<file path="src/rtl/game_over_ctrl_pkg.sv">
// Shared game-over types and screen constants.
// Also used by the draw modules for the active-area limits.
package game_over_ctrl_pkg;

   localparam int XW = 10;
   localparam int SCREEN_H_LAST = 639;
   localparam int SCREEN_V_LAST = 479;

   typedef enum logic [1:0] {
      RUN,
      OVER,
      ARMED,
      RESTART
   } goState_t;

   // Counter width for a modulo-n count, never narrower than 1 bit.
   function automatic int cntWidth(input int n);
      return (n > 1) ? $clog2(n) : 1;
   endfunction

endpackage

</file>
<file path="src/rtl/game_over_ctrl_if.sv">
// Pixel-side inputs and status outputs of the game-over block.
// master = pixel/button source, slave = game_over_ctrl.
interface game_over_ctrl_if;
   import game_over_ctrl_pkg::*;

   logic          pix_en;
   logic [XW-1:0] x;
   logic [XW-1:0] y;
   logic          video_on;
   logic          goose_px;
   logic          obstacle_px;
   logic          btn_restart;
   logic          hit;
   logic          blink;
   logic          run;
   logic          restart;

   modport master (
      output pix_en,
      output x,
      output y,
      output video_on,
      output goose_px,
      output obstacle_px,
      output btn_restart,
      input  hit,
      input  blink,
      input  run,
      input  restart
   );

   modport slave (
      input  pix_en,
      input  x,
      input  y,
      input  video_on,
      input  goose_px,
      input  obstacle_px,
      input  btn_restart,
      output hit,
      output blink,
      output run,
      output restart
   );

endinterface

</file>
<file path="src/rtl/game_over_ctrl_btn_sync_edge.sv">
// Two-flop synchroniser plus one-clock rising-edge pulse.
// Generic enough for any of the game buttons.
module btn_sync_edge (
   input  logic clk,
   input  logic rst_n,
   input  logic btnAsync,
   output logic rise
);

   logic meta;
   logic sync;
   logic syncQ;

   always_ff @(posedge clk or negedge rst_n) begin
      if (!rst_n) begin
         meta  <= 1'b0;
         sync  <= 1'b0;
         syncQ <= 1'b0;
      end else begin
         meta  <= btnAsync;
         sync  <= meta;
         syncQ <= sync;
      end
   end

   assign rise = sync & ~syncQ;

endmodule

</file>
<file path="src/rtl/game_over_ctrl.sv">
// Goose/obstacle collision detect and game-over sequencing.
// Commits game-over at frame end, holds, then waits for a restart press.
module game_over_ctrl
   import game_over_ctrl_pkg::*;
#(
   parameter int H_LAST       = SCREEN_H_LAST,
   parameter int V_LAST       = SCREEN_V_LAST,
   parameter int HOLD_FRAMES  = 60,
   parameter int BLINK_FRAMES = 30
) (
   input logic clk,
   input logic rst_n,
   game_over_ctrl_if.slave bus
);

   localparam int HW = cntWidth(HOLD_FRAMES);
   localparam int BW = cntWidth(BLINK_FRAMES);

   localparam logic [HW-1:0] HOLD_LAST  = HW'(HOLD_FRAMES - 1);
   localparam logic [BW-1:0] BLINK_LAST = BW'(BLINK_FRAMES - 1);
   localparam logic [XW-1:0] X_LAST     = XW'(H_LAST);
   localparam logic [XW-1:0] Y_LAST     = XW'(V_LAST);

   goState_t      state;
   goState_t      stateNext;
   logic [HW-1:0] holdCnt;
   logic [HW-1:0] holdNext;
   logic [BW-1:0] blinkCnt;
   logic [BW-1:0] blinkCntNext;
   logic          blinkQ;
   logic          blinkNext;
   logic          hitQ;
   logic          runQ;
   logic          restartQ;

   logic          frameTick;
   logic          collPx;
   logic          collFlag;
   logic          collSeen;
   logic          btnRise;

   logic          blinkWrap;
   logic [BW-1:0] stepCnt;
   logic          stepBlink;

   btn_sync_edge u_btn (
      .clk      (clk),
      .rst_n    (rst_n),
      .btnAsync (bus.btn_restart),
      .rise     (btnRise)
   );

   assign frameTick = bus.pix_en
                    & (bus.x == X_LAST)
                    & (bus.y == Y_LAST);

   assign collPx = bus.pix_en
                 & bus.video_on
                 & bus.goose_px
                 & bus.obstacle_px;

   // A hit on the very last pixel still counts for this frame.
   assign collSeen = collFlag | collPx;

   assign blinkWrap = (blinkCnt == BLINK_LAST);
   assign stepCnt   = blinkWrap ? '0 : blinkCnt + 1'b1;
   assign stepBlink = blinkWrap ? ~blinkQ : blinkQ;

   always_comb begin
      stateNext    = state;
      holdNext     = holdCnt;
      blinkCntNext = blinkCnt;
      blinkNext    = blinkQ;
      unique case (state)
         RUN: begin
            holdNext     = '0;
            blinkCntNext = '0;
            blinkNext    = 1'b1;
            if (frameTick && collSeen) begin
               stateNext = OVER;
            end
         end
         OVER: begin
            if (frameTick) begin
               blinkCntNext = stepCnt;
               blinkNext    = stepBlink;
               if (holdCnt == HOLD_LAST) begin
                  stateNext = ARMED;
               end else begin
                  holdNext = holdCnt + 1'b1;
               end
            end
         end
         ARMED: begin
            if (btnRise) begin
               stateNext    = RESTART;
               blinkCntNext = '0;
               blinkNext    = 1'b1;
            end else if (frameTick) begin
               blinkCntNext = stepCnt;
               blinkNext    = stepBlink;
            end
         end
         RESTART: begin
            stateNext    = RUN;
            holdNext     = '0;
            blinkCntNext = '0;
            blinkNext    = 1'b1;
         end
         default: begin
            stateNext = RUN;
         end
      endcase
   end

   always_ff @(posedge clk or negedge rst_n) begin
      if (!rst_n) begin
         state    <= RUN;
         holdCnt  <= '0;
         blinkCnt <= '0;
         blinkQ   <= 1'b1;
         hitQ     <= 1'b0;
         runQ     <= 1'b1;
         restartQ <= 1'b0;
      end else begin
         state    <= stateNext;
         holdCnt  <= holdNext;
         blinkCnt <= blinkCntNext;
         blinkQ   <= blinkNext;
         hitQ     <= (stateNext == OVER)
                  || (stateNext == ARMED);
         runQ     <= (stateNext == RUN);
         restartQ <= (stateNext == RESTART);
      end
   end

   // Only armed while running; any other state drops it.
   always_ff @(posedge clk or negedge rst_n) begin
      if (!rst_n) begin
         collFlag <= 1'b0;
      end else begin
         collFlag <= (state == RUN)
                  && !frameTick
                  && collSeen;
      end
   end

   assign bus.hit     = hitQ;
   assign bus.blink   = blinkQ;
   assign bus.run     = runQ;
   assign bus.restart = restartQ;

endmodule

</file>
<file path="src/flat_wrapper.sv">
// flat-port wrapper written by rule: the top's interface ports become plain ports
module game_over_ctrl_flat import game_over_ctrl_pkg::*;
#(
   parameter int H_LAST       = SCREEN_H_LAST,
   parameter int V_LAST       = SCREEN_V_LAST,
   parameter int HOLD_FRAMES  = 60,
   parameter int BLINK_FRAMES = 30
)
  (clk, rst_n, bus_pix_en, bus_x, bus_y, bus_video_on, bus_goose_px, bus_obstacle_px, bus_btn_restart, bus_hit, bus_blink, bus_run, bus_restart);
  game_over_ctrl_if bus_i ();
  input logic clk;
  input logic rst_n;
  input wire logic [$bits(bus_i.pix_en)-1:0] bus_pix_en;
  input wire logic [$bits(bus_i.x)-1:0] bus_x;
  input wire logic [$bits(bus_i.y)-1:0] bus_y;
  input wire logic [$bits(bus_i.video_on)-1:0] bus_video_on;
  input wire logic [$bits(bus_i.goose_px)-1:0] bus_goose_px;
  input wire logic [$bits(bus_i.obstacle_px)-1:0] bus_obstacle_px;
  input wire logic [$bits(bus_i.btn_restart)-1:0] bus_btn_restart;
  output wire logic [$bits(bus_i.hit)-1:0] bus_hit;
  output wire logic [$bits(bus_i.blink)-1:0] bus_blink;
  output wire logic [$bits(bus_i.run)-1:0] bus_run;
  output wire logic [$bits(bus_i.restart)-1:0] bus_restart;
  assign bus_i.pix_en = bus_pix_en;
  assign bus_i.x = bus_x;
  assign bus_i.y = bus_y;
  assign bus_i.video_on = bus_video_on;
  assign bus_i.goose_px = bus_goose_px;
  assign bus_i.obstacle_px = bus_obstacle_px;
  assign bus_i.btn_restart = bus_btn_restart;
  assign bus_hit = bus_i.hit;
  assign bus_blink = bus_i.blink;
  assign bus_run = bus_i.run;
  assign bus_restart = bus_i.restart;
  game_over_ctrl #(.H_LAST(H_LAST), .V_LAST(V_LAST), .HOLD_FRAMES(HOLD_FRAMES), .BLINK_FRAMES(BLINK_FRAMES)) u_core (.clk(clk), .rst_n(rst_n), .bus(bus_i));
endmodule
</file>
<file path="config.mk">
export PLATFORM = sky130hd
export DESIGN_NAME = game_over_ctrl_flat
export DESIGN_NICKNAME = d
export VERILOG_FILES = /design/src/rtl/game_over_ctrl_pkg.sv /design/src/rtl/game_over_ctrl_if.sv /design/src/rtl/game_over_ctrl_btn_sync_edge.sv /design/src/rtl/game_over_ctrl.sv /design/src/flat_wrapper.sv
export SDC_FILE = /design/constraint.sdc
export NUM_CORES = 1
export LEC_CHECK = 0
export ABC_AREA = 1
export CAP_MARGIN = 10
export CORE_MARGIN = 5
export CORE_UTILIZATION = 40
export CTS_CLUSTER_DIAMETER = 120
export DETAILED_ROUTE_END_ITERATION = 10
export PLACE_DENSITY = 0.66
export SLEW_MARGIN = 10
export SYNTH_ARGS = -nofsm -noshare
export SYNTH_HDL_FRONTEND = slang
export SYNTH_SLANG_ARGS = --single-unit
</file>
<file path="constraint.sdc">
create_clock -name clk -period 1.95 [get_ports clk]
set_input_delay 0.2925 -clock clk [delete_from_list [all_inputs] [get_ports clk]]
set_output_delay 0.2925 -clock clk [all_outputs]
set_load 0.005 [all_outputs]
</file>
=== After elaboration in Yosys (flattened, before gate mapping) ===
Cells that the tools add are included.

* Input bits: 27
* Output and inout port bits: 4
* Logic and storage cells: 60
* Bits in registers: 21

* Reductions and logical operators: 10
* Eq/ne operators: 12
* Bitwise logic cells: 9
* $add $sub $neg: 2
* Mux-type cells: 16

{| class="wikitable"
|+ Operator list
! operator !! number
|-
| 5-bit two-way mux || 3
|-
| 5-bit one-hot mux with 3 select lines || 1
|-
| 6-bit two-way mux || 2
|-
| 6-bit one-hot mux with 2 select lines || 1
|-
| 10-bit == test (second input constant) || 1
|-
| 10-bit by 9-bit == test with 1-bit output (second input constant) || 1
|-
| 2-bit == test (second input constant) || 4
|-
| 2-bit two-way mux || 4
|-
| 2-bit one-hot mux with 4 select lines || 1
|-
| 6-bit by 1-bit adder with 6-bit output (second input constant) || 1
|-
| 1-bit AND || 6
|-
| 6-bit == test (second input constant) || 1
|-
| 5-bit by 1-bit adder with 5-bit output (second input constant) || 1
|-
| 5-bit == test (second input constant) || 1
|-
| 2-bit by 1-bit == test with 1-bit output (second input constant) || 2
|-
| 2-bit zero test || 2
|-
| 1-bit logical AND || 3
|-
| 1-bit two-way mux || 3
|-
| 1-bit one-hot mux with 3 select lines || 1
|-
| 3-bit AND reduction || 1
|-
| 2-bit by 1-bit != test with 1-bit output (second input constant) || 1
|-
| 2-bit != test (second input constant) || 1
|-
| 1-bit NOT || 2
|-
| 2-bit nonzero test || 1
|-
| other kinds (4) || 4
|}

=== Logic depth before layout (Yosys ltp) ===
Gate-level depths: netlist of run 1.

* Depth after elaboration: 9
* Depth in mapped cells: 12

=== Cells and area by module ===
From an unflattened synthesis of run 1, not the netlist that was laid out.

* Cell total of the unflattened synthesis: 172
* Area total of the unflattened synthesis: 1,300.0 um2

{| class="wikitable"
|+ Modules (own cells, without submodules)
! module !! instances !! seq. area each (um2) !! cells an instance !! area each (um2)
|-
| game_over_ctrl || 1 || 452.9 || 167 || 1,214.9
|-
| btn_sync_edge || 1 || 75.1 || 5 || 85.1
|}

=== Worst setup path after synthesis of run 1 ===
OpenSTA, ideal clock, no wires.

* Path type: register to register
* Start: reg u_core.state[0]
* End: reg u_core.hitQ (netlist: u_core.bus.hit)
* Slack: 0.612 ns
* Cell stages (with the launch flop): 9
* Arrival time: 1.221 ns
* Cell sequence: dfrtp_1 -> inv_1 -> ha_1 -> nor2_1 -> a31o_2 -> nand2_1 -> nand2_1 -> nand3_1 -> nand2_1

* Cells in the longest elaborated chain, start to end: 5
* Elaborated cells between the ends (all ways): 12
* Those cells by class: eq/ne (5); mux (5); reduce/logical (2)

{| class="wikitable"
|+ Ends and longest elaborated chain
! what !! line !! text
|-
| from (decl) || game_over_ctrl.sv:24 || <nowiki>goState_t state;</nowiki>
|-
| from (signal assigned) || game_over_ctrl.sv:126 || <nowiki>state <= stateNext;</nowiki>
|-
| 2-bit two-way mux || game_over_ctrl.sv:87 || <nowiki>if (holdCnt == HOLD_LAST) begin</nowiki>
|-
| 2-bit two-way mux || game_over_ctrl.sv:84 || <nowiki>if (frameTick) begin</nowiki>
|-
| 2-bit one-hot mux with 4 select lines (*) || game_over_ctrl.sv:74 || <nowiki>unique case (state)</nowiki>
|-
| 2-bit by 1-bit == test with 1-bit output or 2-bit == test (tied branches) || game_over_ctrl.sv:130, game_over_ctrl.sv:131 ||
|-
| 1-bit logical OR (*) || game_over_ctrl.sv:131 || <nowiki>|| (stateNext == ARMED);</nowiki>
|-
| to (signal assigned) || game_over_ctrl.sv:130 || <nowiki>hitQ <= (stateNext == OVER)</nowiki>
|-
| to (decl) || game_over_ctrl.sv:32 || <nowiki>logic hitQ;</nowiki>
|}

Every way passes the cells marked *; elsewhere a longest branch is shown, timed or not.
A chain may end at the register's enable or synchronous reset.

=== Worst setup path after layout of run 1 ===
* Start: reg u_core.blinkQ (netlist: u_core.bus.blink)
* End: out bus_blink

{| class="wikitable"
|+ RTL lines
! what !! line !! text
|-
| from (decl) || game_over_ctrl.sv:30 || <nowiki>logic blinkQ;</nowiki>
|-
| from (signal assigned) || game_over_ctrl.sv:129 || <nowiki>blinkQ <= blinkNext;</nowiki>
|-
| to (decl) || flat_wrapper.sv:21 || <nowiki>output wire logic [$bits(bus_i.blink)-1:0] bus_blink;</nowiki>
|}

No word-level cell between the ends.

==> impl_metrics.py, run 1 <==
metrics = {
    "timing": {
        "rsz0062_at_grt": "false",
        "hold_ws_ns": 0.321,
        "setup_viol": 0,
        "slew_headroom": 0.806,
        "tightest_slew_ns": 0.288,
        "hold_violations": 0,
        "finalSetupTns_ns": 0,
        "period_share": 0.840,
        "min_period_ns": 1.64,
        "drv_slew": 0,
        "max_freq_mhz": 610,
        "fin_skew_ns": 0.00575,
    },
    "layout": {
        "fin_area_um2": 1660,
        "antenna_cells": 0,
        "most-common-layout-cells": "nand2_1 (45), clkdlybuf4s50_1 (30), inv_1 (26)",
        "final_common_cell": "nand2_1",
        "finalNetCount": 239,
        "regArea_um2": 528,
        "area_growth_pct": 30.7,
        "finalNonFillerCells": 248,
        "multi_input_area_um2": 624,
        "drive_gt1_frac": 0.0882,
        "num-fill-cells": 291,
    },
    "synth": {
        "synth_cell_type_count": 25,
        "synth_fp_nets": 203,
        "syn_avg_cell_area_um2": 7.49,
        "synth_compound_area_frac": 0.0711,
        "synth_xor_area_frac": 0.0277,
        "synth_area_um2": 1270,
        "yosys.area_share.simple": 0.325,
        "synth_fa_ha_area_frac": 0.0692,
        "ys_warn_count": 0,
        "ys_ff_latch": 21,
        "synth_top_family_by_area": "simple AND/OR/NAND/NOR gates",
        "muxShareOfSynthArea": 0,
        "postSynthCellCount": 169,
        "yosysSeqAreaShare": 0.417,
    },
    "pwr": {
        "total_power_w": 0.00159,
        "powerDensity_nw_per_um2": 958,
        "ir_drop_mv": 0.537,
        "p_leak_nw": 0.818,
    },
    "critical_path": {
        "crit_path_start_kind": "flip-flop",
        "arrival_ns": 1.35,
        "path_cells": "clkdlybuf4s50_1",
        "path_class": "flip-flop to output port",
        "cp_slowest_cell": "dfstp_2",
        "critPathMaxStageDelay_ns": 0.56,
        "crit_family": "flip-flops",
        "end_kind": "output port",
        "rrSetupSlack_ns": 0.44,
        "cp_num_buf_inv": 1,
        "required_ns": 1.66,
        "crit_fanout": 3,
    },
    "clock_tree": {
        "cts_num_sinks": 21,
        "path_clk_slew_ns": 0.11,
        "ctsResizeCount": 0,
        "cts-root-buf": "clkbuf_4",
        "hold_buffers": 0,
        "cts_tree": "done",
        "htreeDepth": 1,
        "postCtsSetupBuffers": 0,
        "numCtsBuffers": 3,
        "cts_buffer_depth": 2,
        "clkLatencyLatePin_ns": 0.29,
    },
    "placed_design": {
        "dp.final_hpwl_mm": 2.14,
        "port_buffers": 30,
        "place_inst": 244,
        "placed_cell_area_um2": 1630,
        "gp_congestion": 0.813,
    },
    "global_route": {
        "overflow": 0,
        "grt_max_degree": 22,
        "grt_pass1_wl_mm": 4.42,
        "grt_pass1_vias": 1131,
        "track_usage": 0.125,
        "antenna_found_initial": 0,
    },
    "routing": {
        "final_antenna_net_count": 0,
        "drt_pre_antenna_iters": 4,
        "drt-initial-drc-count": 40,
        "vias_per_cell": 4.60,
        "drc": 0,
        "wl_per_cell_um": 10.6,
        "drt_wl_total_mm": 2.63,
        "vias": 1140,
    },
    "floorplanning": {
        "die_x_um": 66.3,
        "core_um2": 3050,
        "io_pins": 31,
        "dieHeight_um": 66.3,
        "rows": 20,
        "dieArea_um2": 4390,
        "start_util": 0.415,
    },
    "status": {
        "status": "finished clean",
    },
    "flow_run": {
        "maxCapViolations": 0,
    },
    "worst_hold_path": {
        "hold_class": "input port to asynchronous set/reset pin",
    },
}
-- layout make-up --
| type | instances | share of cell area |
|---|---|---|
| multi-input combinational | 118 | 0.377 |
| sequential | 21 | 0.319 |
| inverter | 30 | 0.0688 |
| clock buffer | 4 | 0.0159 |
| tap | 44 | 0.0333 |
| timing repair buffer | 31 | 0.186 |
-- report_power, final --
group | switching, W | total, W | leakage [nW] | internal (W)
clock network | 0.000121 | 0.000200 | 0.0150 | 0.0000795
logic | 0.000452 | 0.000787 | 0.532 | 0.000335
registers | 0.0000583 | 0.000599 | 0.271 | 0.000540
-- per-layer routing --
layer,vias to the layer above,part of all wire,GRT usage
li1,601,-,-
met2,28,0.49,0.235
met5,-,0,0
met1,509,0.42,0.140
met4,0,0.0068,0.0381
met3,2,0.082,0.0238
-- through the flow --
stage,setup WS (ns),util
finish,0.311,0.542
global route,0.264,0.542
CTS,0.287,0.542
detailed placement,0.130,0.534
global placement,0.166,0.534
floorplan,0.612,-
-- kinds of logic (layout without fill, tap and decap cells) --
family / count (synthesis) / in the layout
AND/OR/NAND/NOR: 91 / 91
buffers and inverters: 30 / 65
flip-flops: 21 / 21
AO/OA/AOI/OAI: 16 / 16
adder cells (fa/ha/maj): 7 / 7
XOR/XNOR: 4 / 4
-- synth_stat cells --
| cell | number | area [µm²] |
|---|---|---|
| nand3b_1 | 2 | 15.0 |
| nor2_1 | 21 | 78.8 |
| nor3_1 | 3 | 15.0 |
| nand2_4 | 2 | 22.5 |
| xor2_1 | 2 | 17.5 |
| inv_2 | 3 | 11.3 |
| o21ai_0 | 3 | 15.0 |
| o21ai_1 | 6 | 30.0 |
| nand2_1 | 45 | 169 |
| xnor2_1 | 2 | 17.5 |
| a21oi_1 | 4 | 20.0 |
| a31o_2 | 1 | 8.76 |
| nor2_2 | 1 | 6.26 |
| nand4_1 | 8 | 50.1 |
| nand3_1 | 5 | 25.0 |
| and3_1 | 1 | 6.26 |
| clkinv_2 | 1 | 5.00 |
| dfstp_2 | 2 | 52.6 |
| inv_1 | 26 | 97.6 |
| o21ai_2 | 1 | 8.76 |
| nand2_2 | 2 | 12.5 |
| nor2_4 | 1 | 11.3 |
| o211ai_1 | 1 | 7.51 |
| dfrtp_1 | 19 | 475 |
| ha_1 | 7 | 87.6 |
-- flip-flops by register name (all words and copies together) (netlist names) --
name / cells
u_core.bus.hit: 1
u_core.blinkCnt: 5
u_core.u_btn.meta: 1
u_core.state: 2
u_core.u_btn.sync: 1
u_core.bus.restart: 1
u_core.bus.blink: 1
u_core.collFlag: 1
u_core.holdCnt: 6
u_core.u_btn.syncQ: 1
u_core.bus.run: 1
-- worst paths after layout --
kind	start	end	depth (start not counted)
min in group clk	u_core.u_btn.meta$_DFF_PN0_	u_core.u_btn.sync$_DFF_PN0_	0
worst max-delay path	u_core.bus.blink$_DFF_PN1_	bus_blink	1
worst min-delay path	rst_n	u_core.holdCnt[0]$_DFFE_PN0P_	2
worst max register to register	u_core.holdCnt[0]$_DFFE_PN0P_	u_core.bus.hit$_DFF_PN0_	10
max in group asynchronous	rst_n	u_core.bus.blink$_DFF_PN1_	2
worst min register to register	u_core.u_btn.meta$_DFF_PN0_	u_core.u_btn.sync$_DFF_PN0_	0
Note: power is estimated with default switching activity, not from simulation.
==> run 2, diff against run 1 <==
Settings changed: PLACE_DENSITY 0.66 to 0.68.
Clock period 1.95 ns to 1.38 ns, I/O delays scaled along.
==> impl_metrics.py, run 2 (same netlist as run 1, synthesis figures left out) <==
metrics = {
    "status": {
        "status": "complete, but fails checks",
        "violations": "setup timing",
    },
    "critical_path": {
        "r2r-start": "u_core.holdCnt[0]$_DFFE_PN0P_",
        "reg2reg_depth": 9,
        "path_class": "flip-flop to flip-flop",
        "critPathCapture": "u_core.holdCnt[3]$_DFFE_PN0P_",
        "required_ns": 1.59,
        "end_kind": "flip-flop",
        "crit_path_start_kind": "flip-flop",
        "arrival_ns": 1.62,
        "rrSetupSlack_ns": -0.03,
        "timing.rr.end": "u_core.holdCnt[3]$_DFFE_PN0P_",
        "crit_fanout": 5,
        "cp-startpoint": "u_core.holdCnt[0]$_DFFE_PN0P_",
    },
    "layout": {
        "finalNetCount": 256,
        "largest_reg_flops": 6,
        "multi_input_area_um2": 709,
        "area_growth_pct": 50.9,
        "num-fill-cells": 270,
        "drive_gt1_frac": 0.290,
        "regArea_um2": 528,
        "top_register": "u_core.holdCnt",
        "largestRegisters": "u_core.holdCnt x6, u_core.blinkCnt x5, u_core.state x2",
        "final_common_cell": "nand2_1",
        "fin_util": 0.626,
        "most-common-layout-cells": "nand2_1 (35), inv_1 (21), dlymetal6s2s_1 (19), dfrtp_1 (19)",
        "fin_area_um2": 1910,
        "antenna_cells": 0,
    },
    "placed_design": {
        "dp.final_hpwl_mm": 2.18,
        "placed_cell_area_um2": 1710,
        "gp_congestion": 0.821,
        "port_buffers": 30,
    },
    "floorplanning": {
        "core_um2": 3050,
        "start_util": 0.415,
        "dieArea_um2": 4390,
        "io_pins": 31,
        "die_x_um": 66.3,
        "dieHeight_um": 66.3,
        "rows": 20,
    },
    "routing": {
        "drc": 0,
        "wl_per_cell_um": 11.8,
        "drt_wl_total_mm": 3.13,
        "drt_pre_antenna_iters": 4,
        "final_antenna_net_count": 0,
        "drt-initial-drc-count": 23,
        "vias": 1258,
        "vias_per_cell": 4.75,
    },
    "global_route": {
        "grt_pass1_vias": 1208,
        "track_usage": 0.141,
        "grt_pass1_wl_mm": 4.89,
        "antenna_found_initial": 0,
        "grt_max_degree": 22,
        "overflow": 0,
    },
    "timing": {
        "rsz0062_at_grt": "true",
        "period_share": 1.02,
        "hold_violations": 0,
        "hold_ws_ns": 0.232,
        "max_freq_mhz": 711,
        "fin_ws_ns": -0.0273,
        "setup_viol": 7,
        "fin_skew_ns": 0.00654,
        "slew_headroom": 0.795,
        "tightest_slew_ns": 0.306,
        "drv_slew": 0,
        "min_period_ns": 1.41,
        "finalSetupTns_ns": -0.105,
    },
    "clock_tree": {
        "cts_tree": "done",
        "htreeDepth": 1,
        "cts_buffer_depth": 2,
        "cts-root-buf": "clkbuf_4",
        "path_clk_slew_ns": 0.12,
        "numCtsBuffers": 3,
        "cts_num_sinks": 21,
        "hold_buffers": 0,
        "clkLatencyLatePin_ns": 0.30,
    },
    "worst_hold_path": {
        "hold_class": "input port to asynchronous set/reset pin",
    },
    "flow_run": {
        "maxCapViolations": 0,
    },
    "pwr": {
        "powerDensity_nw_per_um2": 1370,
        "p_leak_nw": 1.07,
        "ir_drop_mv": 0.876,
    },
}
## run 2: critical path, cell delays in order (launching register included)
cell and delay [ns]:
dfrtp_1 0.38, ha_2 0.19, nand3b_1 0.09, nor2_2 0.18
buf_4 0.15, o21ai_4 0.06, nand2_4 0.12, inv_4 0.05
nand2_2 0.05, nand2_1 0.04
## run 2: worst min-delay path by stage
stage                                startpoint                             to  cells past startpoint
floorplan                                 rst_n   u_core.blinkCnt[0]$_DFF_PN0_                      0
global placement    u_core.u_btn.meta$_DFF_PN0_    u_core.u_btn.sync$_DFF_PN0_                      0
detailed placement  u_core.u_btn.meta$_DFF_PN0_    u_core.u_btn.sync$_DFF_PN0_                      0
CTS                                       rst_n  u_core.holdCnt[3]$_DFFE_PN0P_                      2
global route                              rst_n  u_core.holdCnt[3]$_DFFE_PN0P_                      2
finish                                    rst_n  u_core.holdCnt[5]$_DFFE_PN0P_                      2
## run 2: timing repair
item | in CTS | in global routing
gates resized for setup | 11 | 43
endpoints found under the setup margin | 14 | 16
setup buffers | 3 | 2
gates cloned | 0 | 1
pin swaps | 0 | 24
## run 2: layer usage
| metal | wire length, µm | vias to the layer above | global-route usage | part of all wire |
|---|---|---|---|---|
| met4 | 18 | 0 | 0.0584 | 0.0057 |
| met1 | 1220 | 591 | 0.148 | 0.39 |
| met5 | 0 | - | 0 | 0 |
| met2 | 1660 | 34 | 0.264 | 0.53 |
| met3 | 232 | 2 | 0.0340 | 0.074 |
| li1 | - | 631 | - | - |
## run 2: area by class of cell
cell class,count,share of cell area
Clock buffer,3,0.0118
Inverter,30,0.0616
Tap cell,44,0.0288
Sequential cell,21,0.276
Multi-Input combinational cell,119,0.371
Clock inverter,1,0.00262
Timing Repair Buffer,47,0.248
## run 2: power by group
group	internal (W)	switching, W	total (W)
Clock	0.000108	0.000190	0.000298
Combinational	0.000653	0.000843	0.00150
Sequential	0.000762	0.0000582	0.000821
Total	0.00152	0.00109	0.00261
## run 2: metrics by stage
stage          std cells  worst slack, ns  power, W
2_1_floorplan        169           0.0423   0.00164
3_3_place_gp         255           -0.343   0.00209
3_5_place_dp         255           -0.357   0.00213
4_1_cts              262          -0.0297   0.00249
5_1_grt              265           -0.117   0.00285
6_report             265          -0.0273   0.00261
